[config.mk]
export PLATFORM = sky130hd
export DESIGN_NAME = uart_rx_frontend
export DESIGN_NICKNAME = d
export VERILOG_FILES = /design/src/rtl/uart_pkg.sv /design/src/rtl/sync_2ff.sv /design/src/rtl/uart_rx_frontend.sv
export SDC_FILE = /design/constraint.sdc
export NUM_CORES = 1
export LEC_CHECK = 0
export ABC_CLOCK_PERIOD_IN_PS = 2090
export BUFFER_PORTS_ARGS = -buffer_cell sky130_fd_sc_hd__buf_2
export CAP_MARGIN = 15
export CORE_ASPECT_RATIO = 1.5
export CORE_UTILIZATION = 55
export DETAILED_ROUTE_END_ITERATION = 7
export GPL_TIMING_DRIVEN = 0
export HOLD_SLACK_MARGIN = 0.03
export PLACE_DENSITY = 0.72
export SETUP_SLACK_MARGIN = 0.2
export SLEW_MARGIN = 10
export SYNTH_ARGS = -nofsm -noshare
export SYNTH_HDL_FRONTEND = slang
export SYNTH_SLANG_ARGS = --single-unit
[constraint.sdc]
create_clock -name clk -period 2.09 [get_ports clk]
set_input_delay 0.418 -clock clk [delete_from_list [all_inputs] [get_ports clk]]
set_output_delay 0.418 -clock clk [all_outputs]
set_load 0.01 [all_outputs]
[src/rtl/uart_pkg.sv]
// Shared definitions for the UART receive front end.
//   state_t   : receiver FSM states
//   mid_point : half-bit sample offset for a given clocks-per-baud value
package uart_pkg;

    typedef enum logic [2:0] {
        IDLE  = 3'd0,
        START = 3'd1,
        DATA  = 3'd2,
        STOP  = 3'd3,
        BREAK = 3'd4
    } state_t;

    function automatic int mid_point(input int clocks_per_baud);
        return clocks_per_baud / 2;
    endfunction

endpackage

[src/rtl/sync_2ff.sv]
// Two-flop synchroniser for a single asynchronous input bit.
// Ports:
//   clk  in  system clock
//   rst  in  asynchronous active-high reset (both flops load RESET_VALUE)
//   d    in  asynchronous input
//   q    out synchronised output, two cycles behind d
module sync_2ff #(
    parameter logic RESET_VALUE = 1'b1
) (
    input  logic clk,
    input  logic rst,
    input  logic d,
    output logic q
);

    logic meta;

    always_ff @(posedge clk or posedge rst) begin
        if (rst) begin
            meta <= RESET_VALUE;
            q    <= RESET_VALUE;
        end else begin
            meta <= d;
            q    <= meta;
        end
    end

endmodule

[src/rtl/uart_rx_frontend.sv]
// 8N1 UART receiver front end for the debug core's message bridge.
// Ports:
//   clk              in   system clock
//   rst              in   asynchronous active-high reset
//   rx               in   raw serial line, idle high, asynchronous to clk
//   data_o           out  last received byte (LSB = first data bit)
//   valid_o          out  one-cycle strobe, data_o valid in the same cycle
//   framing_error_o  out  one-cycle strobe, stop bit sampled low
//   busy_o           out  high whenever the receiver is not idle
//
// Handshake: valid_o and framing_error_o are single-cycle strobes with no
// back-pressure; the consumer must take data_o in the cycle valid_o is high.
module uart_rx_frontend
    import uart_pkg::*;
#(
    parameter int CLOCKS_PER_BAUD = 868,
    parameter int VOTE            = 1
) (
    input  logic       clk,
    input  logic       rst,
    input  logic       rx,
    output logic [7:0] data_o,
    output logic       valid_o,
    output logic       framing_error_o,
    output logic       busy_o
);

    localparam int CW = $clog2(CLOCKS_PER_BAUD);
    localparam logic [CW-1:0] MID_C  = CW'(mid_point(CLOCKS_PER_BAUD));
    localparam logic [CW-1:0] LAST_C = CW'(CLOCKS_PER_BAUD - 1);
    localparam bit USE_VOTE = (VOTE != 0);

    logic          rx_s;
    state_t        state, state_n;
    logic [CW-1:0] cnt, cnt_n;
    logic [2:0]    idx, idx_n;
    logic [7:0]    shift, shift_n;
    logic [1:0]    votes, votes_n;   // [1] = sample at target-1, [0] = at target
    logic          pend, pend_n;     // decision cycle (target+1) when voting
    logic [7:0]    data_n;
    logic          valid_n, ferr_n;

    logic [CW-1:0] target;
    logic          at_pre, at_target, sample_now, sample_val;

    sync_2ff #(.RESET_VALUE(1'b1)) u_sync (
        .clk (clk),
        .rst (rst),
        .d   (rx),
        .q   (rx_s)
    );

    // START samples at half a bit; DATA/STOP one full bit after the previous
    // sample point. The counter is cleared at the sample point itself, so the
    // third vote sample falls at count 0 of the following period and the
    // nominal sample time never drifts.
    assign target    = (state == START) ? MID_C : LAST_C;
    assign at_pre    = (cnt == target - 1'b1);
    assign at_target = (cnt == target);

    always_comb begin
        if (USE_VOTE) begin
            sample_now = pend;
            sample_val = (votes[1] & votes[0]) | (votes[1] & rx_s) | (votes[0] & rx_s);
        end else begin
            sample_now = at_target;
            sample_val = rx_s;
        end
    end

    always_ff @(posedge clk or posedge rst) begin
        if (rst) begin
            state           <= IDLE;
            cnt             <= '0;
            idx             <= '0;
            shift           <= '0;
            votes           <= '0;
            pend            <= 1'b0;
            data_o          <= 8'h00;
            valid_o         <= 1'b0;
            framing_error_o <= 1'b0;
        end else begin
            state           <= state_n;
            cnt             <= cnt_n;
            idx             <= idx_n;
            shift           <= shift_n;
            votes           <= votes_n;
            pend            <= pend_n;
            data_o          <= data_n;
            valid_o         <= valid_n;
            framing_error_o <= ferr_n;
        end
    end

    always_comb begin
        state_n = state;
        cnt_n   = cnt;
        idx_n   = idx;
        shift_n = shift;
        votes_n = votes;
        pend_n  = 1'b0;
        data_n  = data_o;
        valid_n = 1'b0;
        ferr_n  = 1'b0;

        case (state)
            IDLE: begin
                cnt_n = '0;
                if (!rx_s) state_n = START;
            end
            START, DATA, STOP: begin
                cnt_n = at_target ? '0 : cnt + 1'b1;
                if (at_pre)    votes_n[1] = rx_s;
                if (at_target) votes_n[0] = rx_s;
                pend_n = USE_VOTE && at_target;
                if (sample_now) begin
                    if (state == START) begin
                        if (sample_val) begin
                            state_n = IDLE;          // glitch, not a real start bit
                        end else begin
                            state_n = DATA;
                            idx_n   = '0;
                        end
                    end else if (state == DATA) begin
                        shift_n = {sample_val, shift[7:1]};
                        idx_n   = idx + 1'b1;
                        if (idx == 3'd7) state_n = STOP;
                    end else begin
                        if (sample_val) begin
                            data_n  = shift;
                            valid_n = 1'b1;
                            state_n = IDLE;
                        end else begin
                            ferr_n  = 1'b1;
                            state_n = BREAK;
                        end
                    end
                end
            end
            BREAK: begin
                cnt_n = '0;
                if (rx_s) state_n = IDLE;    // one error per held-low line
            end
            default: state_n = IDLE;
        endcase

        if (state_n == IDLE || state_n == BREAK) cnt_n = '0;
    end

    assign busy_o = (state != IDLE);

endmodule

==> key figures, run 1 <==
STA
  • Max Slew Vio Count: 0
  • Slew margin rel.: 0.474
  • Worst-Margin Slew: between 700 and 800 ps
  • Endpoints failing hold: 0
  • RSZ-0062 raised after global routing: no
  • Layout Skew: about 11 ps
  • Final setup viols: 0
  • Final worst path period share: 0.844
  • Max Clk Rate: roughly 570 MHz
  • Final Worst Setup Slack: 326 ps
  • Post-layout minimum cycle time: approximately 1800 ps
  • Setup_tns: 0 ps

Yosys
  • Synth warn: 0
  • Syn nets: 151
  • Asr flop ratio synth: 1.00
  • Dominant synthesized flop cell: dfrtp_1
  • Sequential area share after synthesis: 0.543
  • Number of flops mapped to enable cells by yosys: 0
  • Cell Area, Synth: 0.00180 sq mm
  • #FFs+latches synth: 39
  • Syn Inst Count: 145
  • Syn Area/Cell: 12.4 sq um
  • Synth cell types: 38

Clock network
  • CTS Buf Count: 5
  • TritonCTS clock tree: yes
  • Setup Buffers After CTS: 0
  • Worst skew pair latency: ~280 ps
  • CTS Hold Bufs: 0
  • CTS root buf: clkbuf_8
  • Clock-pin slew on the worst setup and hold paths: approximately 70 ps
  • Clock Path Buffers: 2
  • Clock sinks: 39
  • H-tree depth: 2

Drt
  • Initial DRT Pass Iterations: 4
  • Final wirelength: between 3000 and 4000 um
  • Routed vias: 1120
  • Wire per inst: 14.8 um
  • Number of vias per cell: 5.44
  • Remaining antenna violation count: 0
  • Iter 0 DRT Violations: 15
  • Post-route DRC: 0

Final layout
  • Antenna Cells: 0
  • Post-layout util: 0.641
  • P&R area growth vs syn: 11.4%
  • Final Instance Area: around 0.002 sq mm
  • Non-filler cells, final: 206
  • Multi-input logic area: roughly 770 sq um
  • Reg area: a little under 0.001 sq mm
  • Fill cell total of the finished layout: approximately 270
  • Nets@finish: about 170
  • Share of layout cells above drive strength 1: 0.343

Hold path
  • Min-Delay Startpoint: rx
  • WHS Endpoint: u_sync.meta
  • Hold Path Depth: 1
  • HP Class: in2reg

Run status
  • Status: finished, final reports clean

Setup path
  • CP Capture Type: register
  • FF-to-FF End: votes[0]
  • Critical path launch point: state[2]
  • Crit path DAT: 1920 ps
  • R2r setup slk: 330 ps
  • Reg2Reg Depth: 5
  • Worst R2R Start: state[2]
  • Kind of critical path: reg2reg
  • CP Max Fanout: 10
  • CP required: 2250 ps
  • Crit start category: register

Floorplanning
  • DIE HEIGHT: 72.1 um
  • Initial core utilization: 0.576
  • Ports: 14
  • Core area: ~0.0031 sq mm
  • Row count: 25
  • Die width: just under 50 um
  • Die area: about 0.0035 sq mm

Placed design
  • Cell Area, Placed: 0.00192 sq mm
  • DP Cell Count: 198
  • Post-Place Worst Slack: 298 ps
  • # port buffers: 13
  • RD Place Congestion: 0.832
  • Hpwl dp: between 2000 and 2500 um

Job
  • Max Cap Viol: 0

GRT
  • First-pass GRT wire length: roughly 5300 um
  • Total grt overflow: 0
  • Largest net degree at the start of global routing: 40
  • Vias in the first global route: 1174
  • GRT Resource Usage Total: 0.201
  • Antenna violations before repair: 0

Power and ir drop
  • P_leak: 0.979 nW
  • PwrDens: 625 mW/mm^2
  • Peak supply drop: about 0.59 mV
-- routing by layer --
metal	vias up	GRT usage	share of wire	wire length, um
met4	0	0.0882	0.0095	29
met5	-	0	0	0
met1	555	0.218	0.41	1240
li1	549	-	-	-
met2	14	0.370	0.56	1700
met3	2	0.0461	0.027	83
-- Yosys cell counts (all sizes together), types with 2 or more instances --
cell	number	area [sq um]
a21oi	2	10.0
and4bb	3	37.5
buf	4	38.8
dfrtp	37	926
dfstp	2	52.6
ha	3	37.5
inv	6	22.5
mux2	19	218
mux2i	2	20.0
nand2	11	41.3
nand3	4	20.0
nand3b	2	18.8
nand4	2	18.8
nor2	10	37.5
nor3	10	50.1
nor3b	3	33.8
o21ai	4	20.0
xnor2	6	52.6
xor2	2	17.5
-- registers in the layout (all words and copies together) (netlist names), 2 cells and up --
signal,count
data_o,8
votes,2
cnt,10
shift,8
state,3
idx,3
-- report_power, final --
part	leakage [nW]	switching, W	internal (W)	total (W)
sequential	0.523	0.00000159	0.000758	0.000759
combinational	0.417	0.0000148	0.00000191	0.0000167
clock	0.0385	0.000242	0.000236	0.000477
total	0.979	0.000258	0.000996	0.00125
-- what timing repair did --
action | CTS | global route
endpoints found under the setup margin | 0 | 6
resized for setup | 0 | 2
endpoints found under the hold margin | 0 | 0
-- kinds of logic (layout without fill, tap and decap cells) --
family | after synthesis | in the layout | synth area share
AO/OA/AOI/OAI | 10 | 10 | 0.0452
XOR/XNOR | 8 | 8 | 0.0389
adder cells (fa/ha/maj) | 4 | 4 | 0.0264
buffers and inverters | 10 | 31 | 0.0340
flip-flops | 39 | 39 | 0.543
multiplexers | 21 | 21 | 0.132
AND/OR/NAND/NOR | 53 | 53 | 0.180
-- how the worst max path moves through the flow --
stage                     endpoint  depth (start not counted)
after floorplan           votes[0]                          5
after global placement      cnt[6]                          4
after detailed placement    cnt[9]                          4
after CTS                   busy_o                          4
after global routing        cnt[7]                          5
final                     votes[0]                          5
-- cell usage in the layout (no fill, tap or decap), types with 3 or more instances in the layout --
master,count
dfrtp_1,37
mux2_2,18
buf_2,14
nand2_1,11
nor3_1,10
nor2_1,9
xnor2_1,6
inv_1,5
clkbuf_8,5
nand3_1,4
buf_6,3
and4bb_2,3
ha_1,3
-- metrics by stage --
step                total power (W)  hold slack [ps]
global route                0.00131              223
global placement           0.000791              346
detailed placement         0.000792              348
finish                      0.00125              241
CTS                         0.00127              229
floorplan                  0.000785              345
-- worst max-delay path: stages, from the launching register on --
cell,delay (ps)
dfrtp_1,390
buf_6,150
nor3b_4,220
nand3b_2,140
a2111oi_4,400
mux2_4,330
-- cell type report --
cell class	count	area share
Buffer	4	0.0193
Clock buffer	7	0.0381
Clock inverter	1	0.00374
Tap cell	40	0.0250
Multi-Input combinational cell	96	0.382
Timing Repair Buffer	13	0.0324
Inverter	6	0.0112
Sequential cell	39	0.488
(Power assumes the default switching activity.)
==> inputs of run 2 (changes only) <==
Settings changed: ABC_CLOCK_PERIOD_IN_PS 2090 to 1600, CORE_UTILIZATION 55 to 53, PLACE_DENSITY 0.72 to 0.73.
Clock period 2.09 ns to 1.6 ns, I/O delays scaled along.
==> key figures, run 2 (synthesis gave the netlist of run 1 again) <==
Power and ir drop
  • PwrDens: 622 mW/mm^2 (-0.45%)
  • P_leak: 1.30 nW (+33%)
  • Peak supply drop: 0.701 mV (+19%)
  • Design Power: 0.00168 W (+34%)

Drt
  • Routed vias: 1423 (+27%)
  • Number of vias per cell: 5.93 (+9.1%)
  • Iter 0 DRT Violations: 38 (+23)
  • Final wirelength: 5190 um (+70%)
  • Initial DRT Pass Iterations: 4 (unchanged)
  • Remaining antenna violation count: 0 (unchanged)
  • Wire per inst: 21.6 um (+46%)
  • Post-route DRC: 0 (unchanged)

Final layout
  • Nets@finish: 205 (+20%)
  • Max reg flops: 10 (unchanged)
  • P&R area growth vs syn: 49.8%
  • Most flop-heavy register: cnt
  • Non-filler cells, final: 240 (+17%)
  • Largest registers: cnt x10, data_o x8, shift x8
  • Share of layout cells above drive strength 1: 0.620 (+0.277)
  • Most common cell after layout, fill and taps aside: dfrtp_1
  • Antenna Cells: 0 (unchanged)
  • Fill cell total of the finished layout: 158 (-42%)
  • Final Instance Area: 0.00270 sq mm (+34%)
  • Most frequent cells in the layout: 34 x dfrtp_1, 18 x buf_4, 17 x mux2_4

Setup path
  • Crit start category: register
  • CP Max Fanout: 4 (-6)
  • Kind of critical path: reg2reg
  • CP required: 1790 ps (-460 ps)
  • Critical path launch point: state[2]
  • CP Capture Type: register
  • Worst R2R Start: state[2]
  • Crit path DAT: 1990 ps (+70 ps)

Placed design
  • Hpwl dp: 2160 um (about the same)
  • RD Place Congestion: 0.775 (-6.8%)
  • # port buffers: 13 (unchanged)
  • DP Cell Count: 198 (unchanged)
  • Cell Area, Placed: 0.00198 sq mm (+3.3%)

STA
  • Slew margin rel.: 0.461 (-0.0129)
  • Max Slew Vio Count: 0 (unchanged)
  • Final Worst Setup Slack: -204 ps (-530 ps)
  • Endpoints failing hold: 0 (unchanged)
  • Max Clk Rate: 554 MHz (-2.2%)
  • Final worst path period share: 1.13 (+0.284)
  • Layout Skew: 4.72 ps (-6.10 ps)
  • Final setup viols: 18 (+18)
  • Worst-Margin Slew: 808 ps (+19.4 ps)
  • Post-layout minimum cycle time: 1800 ps (+40.3 ps)
  • RSZ-0062 raised after global routing: yes

Run status
  • Failing checks: negative setup slack
  • Status: complete, but fails checks

Clock network
  • Clock sinks: 39 (unchanged)
  • CTS root buf: clkbuf_8
  • TritonCTS clock tree: yes
  • Clock-pin slew on the worst setup and hold paths: 80 ps (about the same)
  • CTS Hold Bufs: 0 (unchanged)
  • CTS Buf Count: 5 (unchanged)
  • Worst skew pair latency: 300 ps (+20 ps)
  • H-tree depth: 2 (unchanged)
  • Clock Path Buffers: 2 (unchanged)

GRT
  • GRT Resource Usage Total: 0.270 (+0.0689)
  • First-pass GRT wire length: 7040 um (+33%)
  • Total grt overflow: 0 (unchanged)
  • Antenna violations before repair: 0 (unchanged)
  • Largest net degree at the start of global routing: 40 (unchanged)
  • Vias in the first global route: 1389 (+18%)

Floorplanning
  • Initial core utilization: 0.564 (-0.0113)
  • DIE HEIGHT: 73.4 um (+1.8%)
  • Ports: 14 (unchanged)
  • Core area: 0.00319 sq mm (+2.0%)
  • Row count: 25 (unchanged)
  • Die area: 0.00364 sq mm (+3.6%)
  • Die width: 49.6 um (+1.8%)

Job
  • Max Cap Viol: 0 (unchanged)

Hold path
  • Min-Delay Startpoint: rx
  • HP Class: in2reg
run 2: cell types whose count changed in the layout (fill, tap and decap cells not counted), moves of 4 or more:
cell / previous run / this run
nor3_2: 0 / 4
buf_6: 3 / 11
nor3_1: 10 / 2
nor3_4: 0 / 4
buf_12: 0 / 5
mux2_2: 18 / 2
buf_4: 0 / 18
mux2_4: 1 / 17
run 2: metal layers:
metal  up-vias  global-route usage  wire length [um]
met1       752               0.292              2030
met3        10              0.0455               136
met2        38               0.498              2900
li1        623                   -                 -
met4         0               0.137               119
met5         -                   0                 0
run 2: timing repair:
action | CTS | global route
buffers inserted | 19 | 12
gates cloned | 3 | 0
pin swaps | 10 | 12
endpoints found under the setup margin | 33 | 35
gates resized for setup | 41 | 22
run 2: worst max-delay path, stage by stage (launching register included):
cell and delay [ps]:
dfrtp_1 390, buf_6 140, nor3b_4 270, nand3b_4 130
a2111oi_4 420, mux2_4 330
run 2: final cells by class:
| class | instances | area (sq um) | share of cell area |
|---|---|---|---|
| Buffer | 4 | 48.8 | 0.0181 |
| Clock buffer | 5 | 68.8 | 0.0255 |
| Clock inverter | 3 | 15.0 | 0.00557 |
| Inverter | 6 | 22.5 | 0.00835 |
| Multi-Input combinational cell | 97 | 1070 | 0.395 |
| Sequential cell | 39 | 982 | 0.364 |
| Tap cell | 40 | 50.0 | 0.0186 |
| Timing Repair Buffer | 46 | 443 | 0.164 |
run 2: path summary, 6_finish.rpt:
kind,end,slack [ps],cells past startpoint
worst max-delay path,votes[0],-200,5
worst min-delay path,u_sync.meta,120,1
worst max register to register,votes[0],-200,5
worst min register to register,u_sync.q,360,0
max in group asynchronous,state[1],870,2
min in group asynchronous,cnt[6],170,2
run 2: stage by stage:
| stage | setup TNS (ps) | setup slack [ps] | hold slack [ps] | util |
|---|---|---|---|---|
| 6_report | -863 | -204 | 116 | 0.845 |
| 5_1_grt | -1580 | -231 | 113 | 0.845 |
| 4_1_cts | -192 | -126 | 118 | 0.783 |
| 3_5_place_dp | -1890 | -163 | 349 | 0.620 |
| 3_3_place_gp | -2200 | -130 | 348 | 0.620 |
| 2_1_floorplan | -39.5 | -39.5 | 324 | - |
run 2: where the power goes:
part	switching (W)	internal (W)	total, W
Sequential	0.00000126	0.000989	0.000991
Clock	0.000364	0.000299	0.000662
Combinational	0.0000210	0.00000406	0.0000251
Total	0.000386	0.00129	0.00168
==> inputs of run 3 (changes only) <==
Settings changed: CORE_UTILIZATION 53 to 55, CTS_BUF_LIST from default to sky130_fd_sc_hd__clkbuf_8, PLACE_DENSITY 0.73 to 0.75.
==> key figures, run 3 (synthesis gave the netlist of run 1 again) <==
Run status
  • Status: complete, but fails checks
  • Failing checks: negative setup slack

Clock network
  • Clock-pin slew on the worst setup and hold paths: 70 ps (about the same)
  • Worst skew pair latency: 300 ps (about the same)
  • CTS Buf Count: 5 (unchanged)
  • CTS Hold Bufs: 0 (unchanged)
  • H-tree depth: 2 (unchanged)
  • CTS root buf: clkbuf_8
  • TritonCTS clock tree: yes
  • Clock sinks: 39 (unchanged)
  • Clock Path Buffers: 2 (unchanged)

STA
  • Final worst path period share: 1.11 (-0.0199)
  • Worst-Margin Slew: 798 ps (-9.92 ps)
  • Endpoints failing hold: 0 (unchanged)
  • Max Clk Rate: 564 MHz (+1.8%)
  • WHS: 117 ps (+1.58 ps)
  • Layout Skew: 5.66 ps (+0.942 ps)
  • Max Slew Vio Count: 0 (unchanged)
  • Post-layout minimum cycle time: 1770 ps (-31.9 ps)
  • Slew margin rel.: 0.467 (+0.00662)
  • RSZ-0062 raised after global routing: yes
  • Final Worst Setup Slack: -172 ps (+31.9 ps)
  • Setup_tns: -643 ps (+220 ps)
  • Final setup viols: 20 (+2)

Setup path
  • CP Capture Type: register
  • Worst Path Buf+Inv: 0 (-1)
  • Kind of critical path: reg2reg
  • Top cell family by delay on the critical path: simple AND/OR/NAND/NOR gates
  • Crit start category: register
  • CP Max Fanout: 3 (-1)
  • Crit path DAT: 1950 ps (-40 ps)
  • Worst path max stage delay: 440 ps (+20 ps)
  • CP max-delay cell: a2111oi_4
  • CP required: 1780 ps (about the same)
  • CP Cell Sequence: and4bb_2 > nand3_4 > a2111oi_4 > mux2_4

Power and ir drop
  • PwrDens: 689 mW/mm^2 (+11%)
  • Peak supply drop: 0.614 mV (-12%)
  • P_leak: 1.20 nW (-7.8%)

Floorplanning
  • Ports: 14 (unchanged)
  • Initial core utilization: 0.576 (+0.0113)
  • Die width: 48.7 um (-1.8%)
  • Row count: 25 (unchanged)
  • DIE HEIGHT: 72.1 um (-1.8%)
  • Core area: 0.00313 sq mm (-2.0%)
  • Die area: 0.00351 sq mm (-3.5%)

Placed design
  • Hpwl dp: 2210 um (+2.1%)
  • RD Place Congestion: 0.854 (+10%)
  • # port buffers: 13 (unchanged)
  • Cell Area, Placed: 0.00198 sq mm (unchanged)
  • DP Cell Count: 198 (unchanged)

Final layout
  • Final Instance Area: 0.00253 sq mm (-6.3%)
  • Most frequent cells in the layout: 35 x dfrtp_1, 27 x buf_4, 14 x mux2_4, 14 x buf_2
  • P&R area growth vs syn: 40.4%
  • Fill cell total of the finished layout: 176 (+11%)
  • Non-filler cells, final: 241 (+0.42%)
  • Antenna Cells: 0 (unchanged)
  • Nets@finish: 206 (+0.49%)
  • Largest registers: cnt x10, data_o x8, shift x8
  • Share of layout cells above drive strength 1: 0.552 (-0.0678)
  • Post-layout util: 0.808 (-0.0371)
  • Most flop-heavy register: cnt
  • Most common cell after layout, fill and taps aside: dfrtp_1
  • Max reg flops: 10 (unchanged)

GRT
  • Antenna violations before repair: 0 (unchanged)
  • Vias in the first global route: 1295 (-6.8%)
  • Largest net degree at the start of global routing: 40 (unchanged)
  • Total grt overflow: 0 (unchanged)
  • GRT Resource Usage Total: 0.229 (-0.0406)
  • First-pass GRT wire length: 5890 um (-16%)

Drt
  • Remaining antenna violation count: 0 (unchanged)
  • Iter 0 DRT Violations: 46 (+21%)
  • Post-route DRC: 0 (unchanged)
  • Initial DRT Pass Iterations: 4 (unchanged)
  • Wire per inst: 19.2 um (-11%)
  • Routed vias: 1364 (-4.1%)
  • Final wirelength: 4620 um (-11%)
  • Number of vias per cell: 5.66 (-4.5%)

Job
  • Max Cap Viol: 0 (unchanged)

Hold path
  • HP Class: in2reg
## run 3: cell count changes in the layout (fill, tap and decap cells not counted), moves of 2 or more
cell      delta
buf_4        +9
nor3_1       +7
buf_6        -5
buf_12       -4
nor3_4       -4
clkinv_2     -3
mux2_2       +3
mux2_4       -3
nor3_2       -3
clkbuf_8     +2
## run 3: power breakdown
group	internal, W	leakage, nW	switching (W)	total [W]
clock	0.000387	0.0557	0.000336	0.000723
sequential	0.000990	0.520	0.00000159	0.000992
combinational	0.00000554	0.623	0.0000208	0.0000263
## run 3: worst paths after layout
path / cells after the start / slack (ps) / startpoint / endpoint
max: 4 / -170 / cnt[7] / votes[0]
min: 1 / 120 / rx / u_sync.meta
max reg2reg: 4 / -170 / cnt[7] / votes[0]
min reg2reg: 0 / 360 / u_sync.meta / u_sync.q
max in group asynchronous: 2 / 880 / rst / state[1]
min in group asynchronous: 2 / 170 / rst / cnt[3]
## run 3: worst reg2reg max path: stages, from the launching register on
cell	delay, ps
dfrtp_1	400
and4bb_2	370
nand3_4	110
a2111oi_4	440
mux2_4	340
## run 3: area by class of cell
class	instances	area, sq um	share of cell area
plain buffers	4	48.8	0.0193
repair buffers	46	354	0.140
clock buffers	7	96.3	0.0381
clock inverters	1	3.75	0.00149
multi-input cells	98	971	0.384
inverters	6	22.5	0.00891
well taps	40	50.0	0.0198
flip-flops and latches	39	981	0.388
## run 3: timing repair
| item | CTS | global route |
|---|---|---|
| endpoints found under the setup margin | 33 | 34 |
| buffers inserted | 12 | 19 |
| gates cloned | 2 | 2 |
| resized for setup | 18 | 17 |
| pin swaps | 7 | 9 |
## run 3: per-stage QoR
stage | power (W) | worst slack [ps]
2_1_floorplan | 0.00103 | -39.5
6_report | 0.00174 | -172
4_1_cts | 0.00174 | -137
5_1_grt | 0.00180 | -236
3_5_place_dp | 0.00103 | -197
3_3_place_gp | 0.00103 | -132
## run 3: routing by layer
metal / track usage / vias to the layer above / wire, um
met2: 0.437 / 33 / 2630
met1: 0.231 / 691 / 1740
li1: - / 628 / -
met3: 0.0524 / 12 / 107
met5: 0 / - / 0
met4: 0.111 / 0 / 148
